File: src/rtl/p405s_icu_pkg.sv
// Shared ICU package: clog2 helper, default datapath geometry, parameter check macro.
// Latency: n/a (compile-time only).
// Backpressure: n/a.

`ifndef P405S_ICU_PKG_MACROS
`define P405S_ICU_PKG_MACROS
// Elaboration-time guard on a parameter expression; lbl must be unique per use.
`define P405S_ICU_PARAM_CHECK(lbl, cond) \
    if (!(cond)) begin : lbl \
        $error("p405s_icu: parameter out of range"); \
    end
`endif

package p405s_icu_pkg;

    localparam int ICU_DEF_WIDTH = 32;
    localparam int ICU_DEF_DEPTH = 4;

    // Ceiling log2; clog2(1) = 0.
    function automatic int clog2(input int n);
        int r;
        int v;
        r = 0;
        v = n - 1;
        while (v > 0) begin
            r = r + 1;
            v = v >> 1;
        end
        return r;
    endfunction

endpackage

File: src/rtl/p405s_icu_dp_regfifo_mem.sv
// DEPTH x WIDTH write-enabled register array (array form of the ICU hold register).
// Latency: write lands on the rising edge; read port is combinational.
// Backpressure: none; the caller gates we.
//
// Ports: clk, we/waddr/wdata write port, raddr/rdata asynchronous read port.

module p405s_icu_dp_regfifo_mem
    import p405s_icu_pkg::*;
#(
    parameter int WIDTH = ICU_DEF_WIDTH,
    parameter int DEPTH = ICU_DEF_DEPTH,
    parameter int AW    = clog2(DEPTH)
) (
    input  logic             clk,
    input  logic             we,
    input  logic [AW-1:0]    waddr,
    input  logic [0:WIDTH-1] wdata,
    input  logic [AW-1:0]    raddr,
    output logic [0:WIDTH-1] rdata
);

    // Contents deliberately have no reset; validity is tracked by the owner.
    logic [0:WIDTH-1] mem [DEPTH];

    always_ff @(posedge clk) begin
        if (we) begin
            mem[waddr] <= wdata;
        end
    end

    assign rdata = mem[raddr];

endmodule

File: src/rtl/p405s_icu_dp_regfifo.sv
// ICU fetch data buffer: DEPTH-entry valid/ready FIFO with flush, optional empty bypass, almost-full.
// Latency: 1 cycle push-to-L2 (0 cycles when BYPASS=1 and empty).
// Backpressure: IN_RDY = not full, from state only; OUT_RDY=0 holds the head on L2.
//
// Ports: CB clock, RSTN sync active-low reset, FLUSH discard-all,
//        IN_VAL/IN_RDY/D fill side, OUT_VAL/OUT_RDY/L2 fetch side,
//        COUNT occupancy, ALMOST_FULL = COUNT >= AFULL_LVL.

module p405s_icu_dp_regfifo
    import p405s_icu_pkg::*;
#(
    parameter int WIDTH     = ICU_DEF_WIDTH,
    parameter int DEPTH     = ICU_DEF_DEPTH,
    parameter int BYPASS    = 0,
    parameter int AFULL_LVL = 3
) (
    input  logic                       CB,
    input  logic                       RSTN,
    input  logic                       FLUSH,
    input  logic                       IN_VAL,
    output logic                       IN_RDY,
    input  logic [0:WIDTH-1]           D,
    output logic                       OUT_VAL,
    input  logic                       OUT_RDY,
    output logic [0:WIDTH-1]           L2,
    output logic [clog2(DEPTH+1)-1:0]  COUNT,
    output logic                       ALMOST_FULL
);

    localparam int AW = clog2(DEPTH);
    localparam int CW = clog2(DEPTH + 1);
    localparam logic [CW-1:0] DEPTH_C = CW'(DEPTH);
    localparam logic [CW-1:0] AFULL_C = CW'(AFULL_LVL);

    `P405S_ICU_PARAM_CHECK(g_chk_width, WIDTH >= 1)
    `P405S_ICU_PARAM_CHECK(g_chk_depth, DEPTH >= 2 && DEPTH <= 16 && (DEPTH & (DEPTH - 1)) == 0)
    `P405S_ICU_PARAM_CHECK(g_chk_bypass, BYPASS == 0 || BYPASS == 1)
    `P405S_ICU_PARAM_CHECK(g_chk_afull, AFULL_LVL >= 1 && AFULL_LVL <= DEPTH)

    logic [AW-1:0]    wr_ptr_q;
    logic [AW-1:0]    rd_ptr_q;
    logic [CW-1:0]    count_q;
    logic [0:WIDTH-1] rd_data;

    logic empty;
    logic full;
    logic byp_act;
    logic push;
    logic pop;
    logic byp_pop;
    logic wr_en;
    logic rd_adv;

    assign empty   = (count_q == '0);
    assign full    = (count_q == DEPTH_C);
    assign byp_act = (BYPASS != 0) && empty;

    assign IN_RDY      = !full;
    assign OUT_VAL     = !FLUSH && (byp_act ? IN_VAL : !empty);
    assign L2          = !OUT_VAL ? '0 : (byp_act ? D : rd_data);
    assign COUNT       = count_q;
    assign ALMOST_FULL = (count_q >= AFULL_C);

    assign push = IN_VAL && IN_RDY && !FLUSH;
    assign pop  = OUT_VAL && OUT_RDY && !FLUSH;

    // A bypassed word taken in the same cycle never touches storage or pointers.
    assign byp_pop = byp_act && pop;
    assign wr_en   = push && !byp_pop;
    assign rd_adv  = pop && !byp_pop;

    always_ff @(posedge CB) begin
        if (!RSTN) begin
            wr_ptr_q <= '0;
            rd_ptr_q <= '0;
            count_q  <= '0;
        end else if (FLUSH) begin
            wr_ptr_q <= '0;
            rd_ptr_q <= '0;
            count_q  <= '0;
        end else begin
            if (wr_en) begin
                wr_ptr_q <= wr_ptr_q + AW'(1);
            end
            if (rd_adv) begin
                rd_ptr_q <= rd_ptr_q + AW'(1);
            end
            if (wr_en && !rd_adv) begin
                count_q <= count_q + CW'(1);
            end else if (rd_adv && !wr_en) begin
                count_q <= count_q - CW'(1);
            end
        end
    end

    // Write enable is qualified by RSTN so a reset cycle cannot deposit data.
    p405s_icu_dp_regfifo_mem #(
        .WIDTH (WIDTH),
        .DEPTH (DEPTH),
        .AW    (AW)
    ) u_mem (
        .clk   (CB),
        .we    (wr_en && RSTN),
        .waddr (wr_ptr_q),
        .wdata (D),
        .raddr (rd_ptr_q),
        .rdata (rd_data)
    );

endmodule

File: config.mk
export PLATFORM = sky130hd
export DESIGN_NAME = p405s_icu_dp_regfifo
export DESIGN_NICKNAME = d
export VERILOG_FILES = /design/src/rtl/p405s_icu_pkg.sv /design/src/rtl/p405s_icu_dp_regfifo_mem.sv /design/src/rtl/p405s_icu_dp_regfifo.sv
export SDC_FILE = /design/constraint.sdc
export NUM_CORES = 1
export LEC_CHECK = 0
export BUFFER_PORTS_ARGS = -buffer_cell sky130_fd_sc_hd__buf_2
export CAP_MARGIN = 40
export CORE_UTILIZATION = 57
export CTS_CLUSTER_DIAMETER = 60
export CTS_CLUSTER_SIZE = 14
export DETAILED_ROUTE_END_ITERATION = 12
export HOLD_SLACK_MARGIN = 0.03
export PLACE_DENSITY = 0.79
export SYNTH_ARGS = -nofsm -noshare
export SYNTH_HDL_FRONTEND = slang
export SYNTH_SLANG_ARGS = --single-unit
export TNS_END_PERCENT = 10
File: constraint.sdc
create_clock -name CB -period 2.5 [get_ports CB]
set_input_delay 0.125 -clock CB [delete_from_list [all_inputs] [get_ports CB]]
set_output_delay 0.125 -clock CB [all_outputs]
set_load 0.005 [all_outputs]
# Word-level counts from Yosys, hierarchy flattened
# Memories as Yosys holds them, arrays and structs flattened. A register that Yosys moved wholly into a read port is not among the register bits.
# Index checks and enable logic that the tools add are counted.
# Widths: inputs -> output; s select.
# word_totals
ramBits	128
output_inout_bits	38
register_bits	7
elab_cells	34
mem_count	1
# op_classes
reduce_logical	16
add_sub_neg	4
bitwise	1
muxes	7
n_eq_ne	1
order_cmp	1
# mem_list
memory	words	word_bits	read_ports	rd_ports_with_merged_regs	write_ports	line_no	source
u_mem.mem	4	32	1	1	1	p405s_icu_dp_regfifo_mem.sv:23	logic [0:WIDTH-1] mem [DEPTH];
# ops
operator	n
$mux 32	1
$logic_and 1x1->1	8
$mux 3	2
$logic_not 1->1	5
$add 2x1->2 const B	2
$mux 2	2
$add 3x1->3 const B	1
$eq 3x3->1 const B	1
$ge 3x2->1 const B	1
$logic_not 3->1	1
$sub 3x1->3 const B	1
$mux 1	2
$reduce_bool 2->1	1
$reduce_or 2->1	1
$not 1->1	1

# Logic depth before layout (Yosys ltp)
# logic_depth
depth_word	8
ltp_mapped	10
depth_no_buf	9

# Modules after synthesis
# A second synthesis with hierarchy kept.
# hier_totals
hier_cells	249
hier_area_um2	5277.6
# modules_own_cells
mod	cells_per_inst	seq_area_each_um2	n_inst	area_each_um2
p405s_icu_dp_regfifo_mem	171	3843.7	1	4689.5
p405s_icu_dp_regfifo	78	140.1	1	588.1

# Worst setup path after synthesis
# OpenSTA, ideal clock, no wires.
# synth_timing
path_kind	reg-to-reg
start	reg count_q[0] (netlist: COUNT[0])
end	reg count_q[2] (netlist: COUNT[2])
path_stages_with_launch	11
setup_slack_ns	0.281
path_buffers	1
t_required_ns	2.429
arrival_ns	2.148
synth_period_minus_slack_ns	2.219
cell_sequence	dfxtp_1 > nor3_2 > nor2_1 > clkbuf_1 > nand2_1 > ha_1 > inv_1 > fa_1 > xor2_1 > or3_1 > a21oi_1
# synth_between
elab_chain_len	8
word_cells_on_any_way	18
classes_between	add/sub: 2; eq/ne: 1; mux: 2; reduce/logical: 13
# synth_rtl
item	line_no	source
start, declared	p405s_icu_dp_regfifo.sv:42	logic [CW-1:0] count_q;
start signal, assigned	p405s_icu_dp_regfifo.sv:89	count_q <= count_q + CW'(1);
start signal, assigned	p405s_icu_dp_regfifo.sv:91	count_q <= count_q - CW'(1);
$logic_not 3->1 *	p405s_icu_dp_regfifo.sv:54	assign empty = (count_q == '0);
$logic_not 1->1 *	p405s_icu_dp_regfifo.sv:59	assign OUT_VAL = !FLUSH && (byp_act ? IN_VAL : !empty);
$logic_and 1x1->1 *	p405s_icu_dp_regfifo.sv:59	
named net OUT_VAL	p405s_icu_dp_regfifo.sv:23	output logic OUT_VAL,
$logic_and 1x1->1 * (2 in a row)	p405s_icu_dp_regfifo.sv:65	assign pop = OUT_VAL && OUT_RDY && !FLUSH;
$logic_not 1->1	p405s_icu_dp_regfifo.sv:88	if (wr_en && !rd_adv) begin
$logic_and 1x1->1	p405s_icu_dp_regfifo.sv:88	
$mux 3 / $reduce_bool 2->1 (equally long branches)	--	
# Mark *: on every way through the listed nets, which the timed path passes. The rest lies on a longest branch. The select of a mux whose other input is x is not followed.
# A chain may end at the register's enable or synchronous reset.

# Worst setup path after layout
# layout_timing
start	reg count_q[1] (netlist: COUNT[1])
end	reg count_q[2] (netlist: COUNT[2])
# layout_between
word_cells_on_any_way	18
classes_between	add/sub: 2; eq/ne: 1; mux: 2; reduce/logical: 13
# layout_rtl
item	line_no	source
$eq 3x3->1 *	p405s_icu_dp_regfifo.sv:55	assign full = (count_q == DEPTH_C);
$logic_not 1->1 *	p405s_icu_dp_regfifo.sv:58	assign IN_RDY = !full;
$logic_and 1x1->1 * (2 in a row)	p405s_icu_dp_regfifo.sv:64	assign push = IN_VAL && IN_RDY && !FLUSH;
named net push	p405s_icu_dp_regfifo.sv:48	logic push;
$logic_not 1->1	p405s_icu_dp_regfifo.sv:90	end else if (rd_adv && !wr_en) begin
$logic_and 1x1->1	p405s_icu_dp_regfifo.sv:90	
$reduce_bool 2->1 (no source line)	--	
# Marked as above.

==> qor.csv <==
metric,value,unit
run status,"complete, no violations",
H-tree Lvls,4,
first-pass GRT wire length,15080,um
Clock Sinks,137,
mux cell area share after synthesis,0.1363,
top-count cell post-synth,edfxtp_1,
"Net count, final",422,
crit path from,COUNT[1],
routed vias/inst,5.596,
total wire length,9694,um
starting density of the core,0.5831,
# Max-Cap Violations,0,
Synth Instances,255,
post-synthesis adder-cell area fraction,0.01540,
post-synthesis compound-gate area fraction,0.01143,
worst hold path type,in2reg,
CTS tree,done,
RR Endpoint,COUNT[2],
RSZ-0062 raised after global routing,false,
1st-pass router iterations,5,
routability cong.,0.7253,
Reg2Reg Launch Point,COUNT[1],
"top cells by area, synth","edfxtp_1 (72%), mux4_2 (13%), and2_1 (3.7%)",
via count,2815,
"flops & latches, synth",137,
core area,9196,um2
Synth Cell Area,5363,um2
"Largest stage delay, worst path",0.45,ns
crit share post-route,0.9124,
final hold vios,0,
max-slew violations,0,
achievable frequency,438.4,MHz
Synth cell types,29,
LEAKAGE,2.482,nW
CP Max Fanout,7,
synth warn,0,
pwr/cell area,806.6,nW/um2
Setup-failing EPs final,0,
Commonest cells post-synth,"edfxtp_1 (128), and2_1 (32), mux4_2 (32), dfxtp_1 (9), ha_1 (5)",
critical path type,reg2reg,
ANT nets after route,0,
"CTS clk-pin slew, worst paths",0.06,ns
pin count of the biggest net entering global routing,34,
# rows,35,
"Top FF cell, synth",edfxtp_1,
cell taking the most area after synthesis,edfxtp_1,
largest family of logic cells by synthesized area,multiplexers,
PortBufs,74,
Setup WS pre-CTS,0.1840,ns
layout cell share with drive strength beyond 1,0.3980,
Post-Synth Simple-Gate Area,0.06300,
worst-skew pair later-pin latency,0.52,ns
Post-synth EDFFs,128,
Post-Syn Area per Cell,21.03,um2
initial DRC count,115,
Setup Skew,0.01051,ns
diode count,0,
grt ovf,0,
WP data arrival,2.72,ns
flop2flop setup slack,0.22,ns
Min-Delay Startpoint,RSTN,
number of global-route vias before repair,2932,
syn_nets,298,
crit-path cells,"or3b_4, and2_4, nor2b_1, ha_1, inv_1, fa_1, xor2_1, or3_1, a21oi_1",
Die Ht,99.00,um
Remaining DRCs,0,
setup ws final,0.2191,ns
Least-Margin Pin Slew,0.8413,ns
CP endpoint kind,flip-flop,
peak supply drop,0.5852,mV
DP HPWL,5143,um
Synth async-reset ratio,0,
max_slew headroom,0.4391,
Die ar.,9800,um2
die width,99.00,um
Yosys top cell area share,0.7168,
crit path launch type,flip-flop,
XOR/XNOR Fraction of Synth Area,0.003266,
min cycle time layout,2.281,ns
CTS Buf Count,17,
crit path to,COUNT[2],
Area Overhead vs Synth,28.04,%
R2R cell count,9,
CP max-delay cell,dfxtp_1,
CTS Buffer Depth,2,
sequential cell area fraction in the yosys report,0.7503,
worst endpoint required time,2.94,ns
I/O pins,75,
initial antenna violation count,0,
Avg WL per Cell,19.27,um
setup TNS,0,ns
clk root buf,clkbuf_8,
GRT Util Overall,0.2224,
[flip-flops by register name, summed over array words and instances (netlist names), named ones only]
signal	cells
COUNT	3
rd_ptr_q	2
u_mem.mem	128
wr_ptr_q	2
[layer usage]
| metal | GRT usage | routed length (um) | vias to the layer above |
|---|---|---|---|
| met3 | 0.06454 | 425 | 18 |
| met2 | 0.3938 | 5324 | 90 |
| met4 | 0.1137 | 167 | 0 |
| met1 | 0.2441 | 3777 | 1431 |
| met5 | 0 | 0 | - |
| li1 | - | - | 1276 |
[power breakdown]
group	internal [mW]	switching [mW]	leakage, nW
registers	2.53	0.0116	1.23
clock network	1.83	0.921	0.324
logic	0.129	0.112	0.927
[kinds of logic after synthesis]
kind of cell,count (synthesis)
flops,137
buf+inv,13
simple gates,54
mux,33
xor+xnor,2
fa+ha+maj,6
compound gates,10
[cells in the final DEF (no fill, tap or decap), types with 4 or more instances in the layout]
| cell | n |
|---|---|
| bufinv_16 | 6 |
| clkbuf_16 | 16 |
| buf_4 | 4 |
| dlygate4sd3_1 | 35 |
| and2_1 | 32 |
| a21oi_1 | 4 |
| mux4_2 | 32 |
| buf_2 | 74 |
| edfxtp_1 | 128 |
| and3_2 | 4 |
| dfxtp_1 | 6 |
| ha_1 | 5 |
[worst min-delay path by stage]
stage                       end  slack [ns]  cells after the start
2_1_floorplan   u_mem.mem[0][0]        0.22                      0
3_5_place_dp   u_mem.mem[2][19]        0.34                      1
6_report              flip-flop        0.07                      3
3_3_place_gp   u_mem.mem[2][31]        0.34                      1
5_1_grt               flip-flop        0.09                      3
4_1_cts               flip-flop        0.04                      3
[timing repair]
| item | 4_1_cts | 5_1_grt |
|---|---|---|
| endpoints found under the setup margin | 0 | 1 |
| setup buffers | 0 | 0 |
| hold endpoints to repair | 134 | 0 |
| hold buffers | 35 | 0 |
| resized for setup | 0 | 1 |
[area by class of cell]
type	count	area (um2)
multi-input combinational	105	1237
clock inverter	14	242.7
timing repair buffer	115	790.8
sequential	137	4028
clock buffer	18	417.9
tap	111	138.9
fill	555	2330
inverter	3	11.26
[per-stage QoR]
stage          hold WS (ns)  cell area (um2)  std cells  utilization  power (mW)
2_1_floorplan        0.2239             5363        255            -       2.691
3_3_place_gp         0.3387             5814        434       0.6322       2.780
3_5_place_dp         0.3430             5854        436       0.6366       2.793
4_1_cts             0.04441             6865        503       0.7465       5.592
5_1_grt             0.08567             6867        503       0.7467       5.706
6_report            0.06843             6867        503       0.7467       5.539
[critical path, delay by kind of cell (launching register included)]
kind / cells / cell delay (ns)
flops: 1 / 0.45
xor+xnor: 1 / 0.16
fa+ha+maj: 2 / 0.57
compound gates: 1 / 0.14
simple gates: 4 / 0.82
buf+inv: 1 / 0.07
Note: power is estimated with default switching activity, not from simulation.
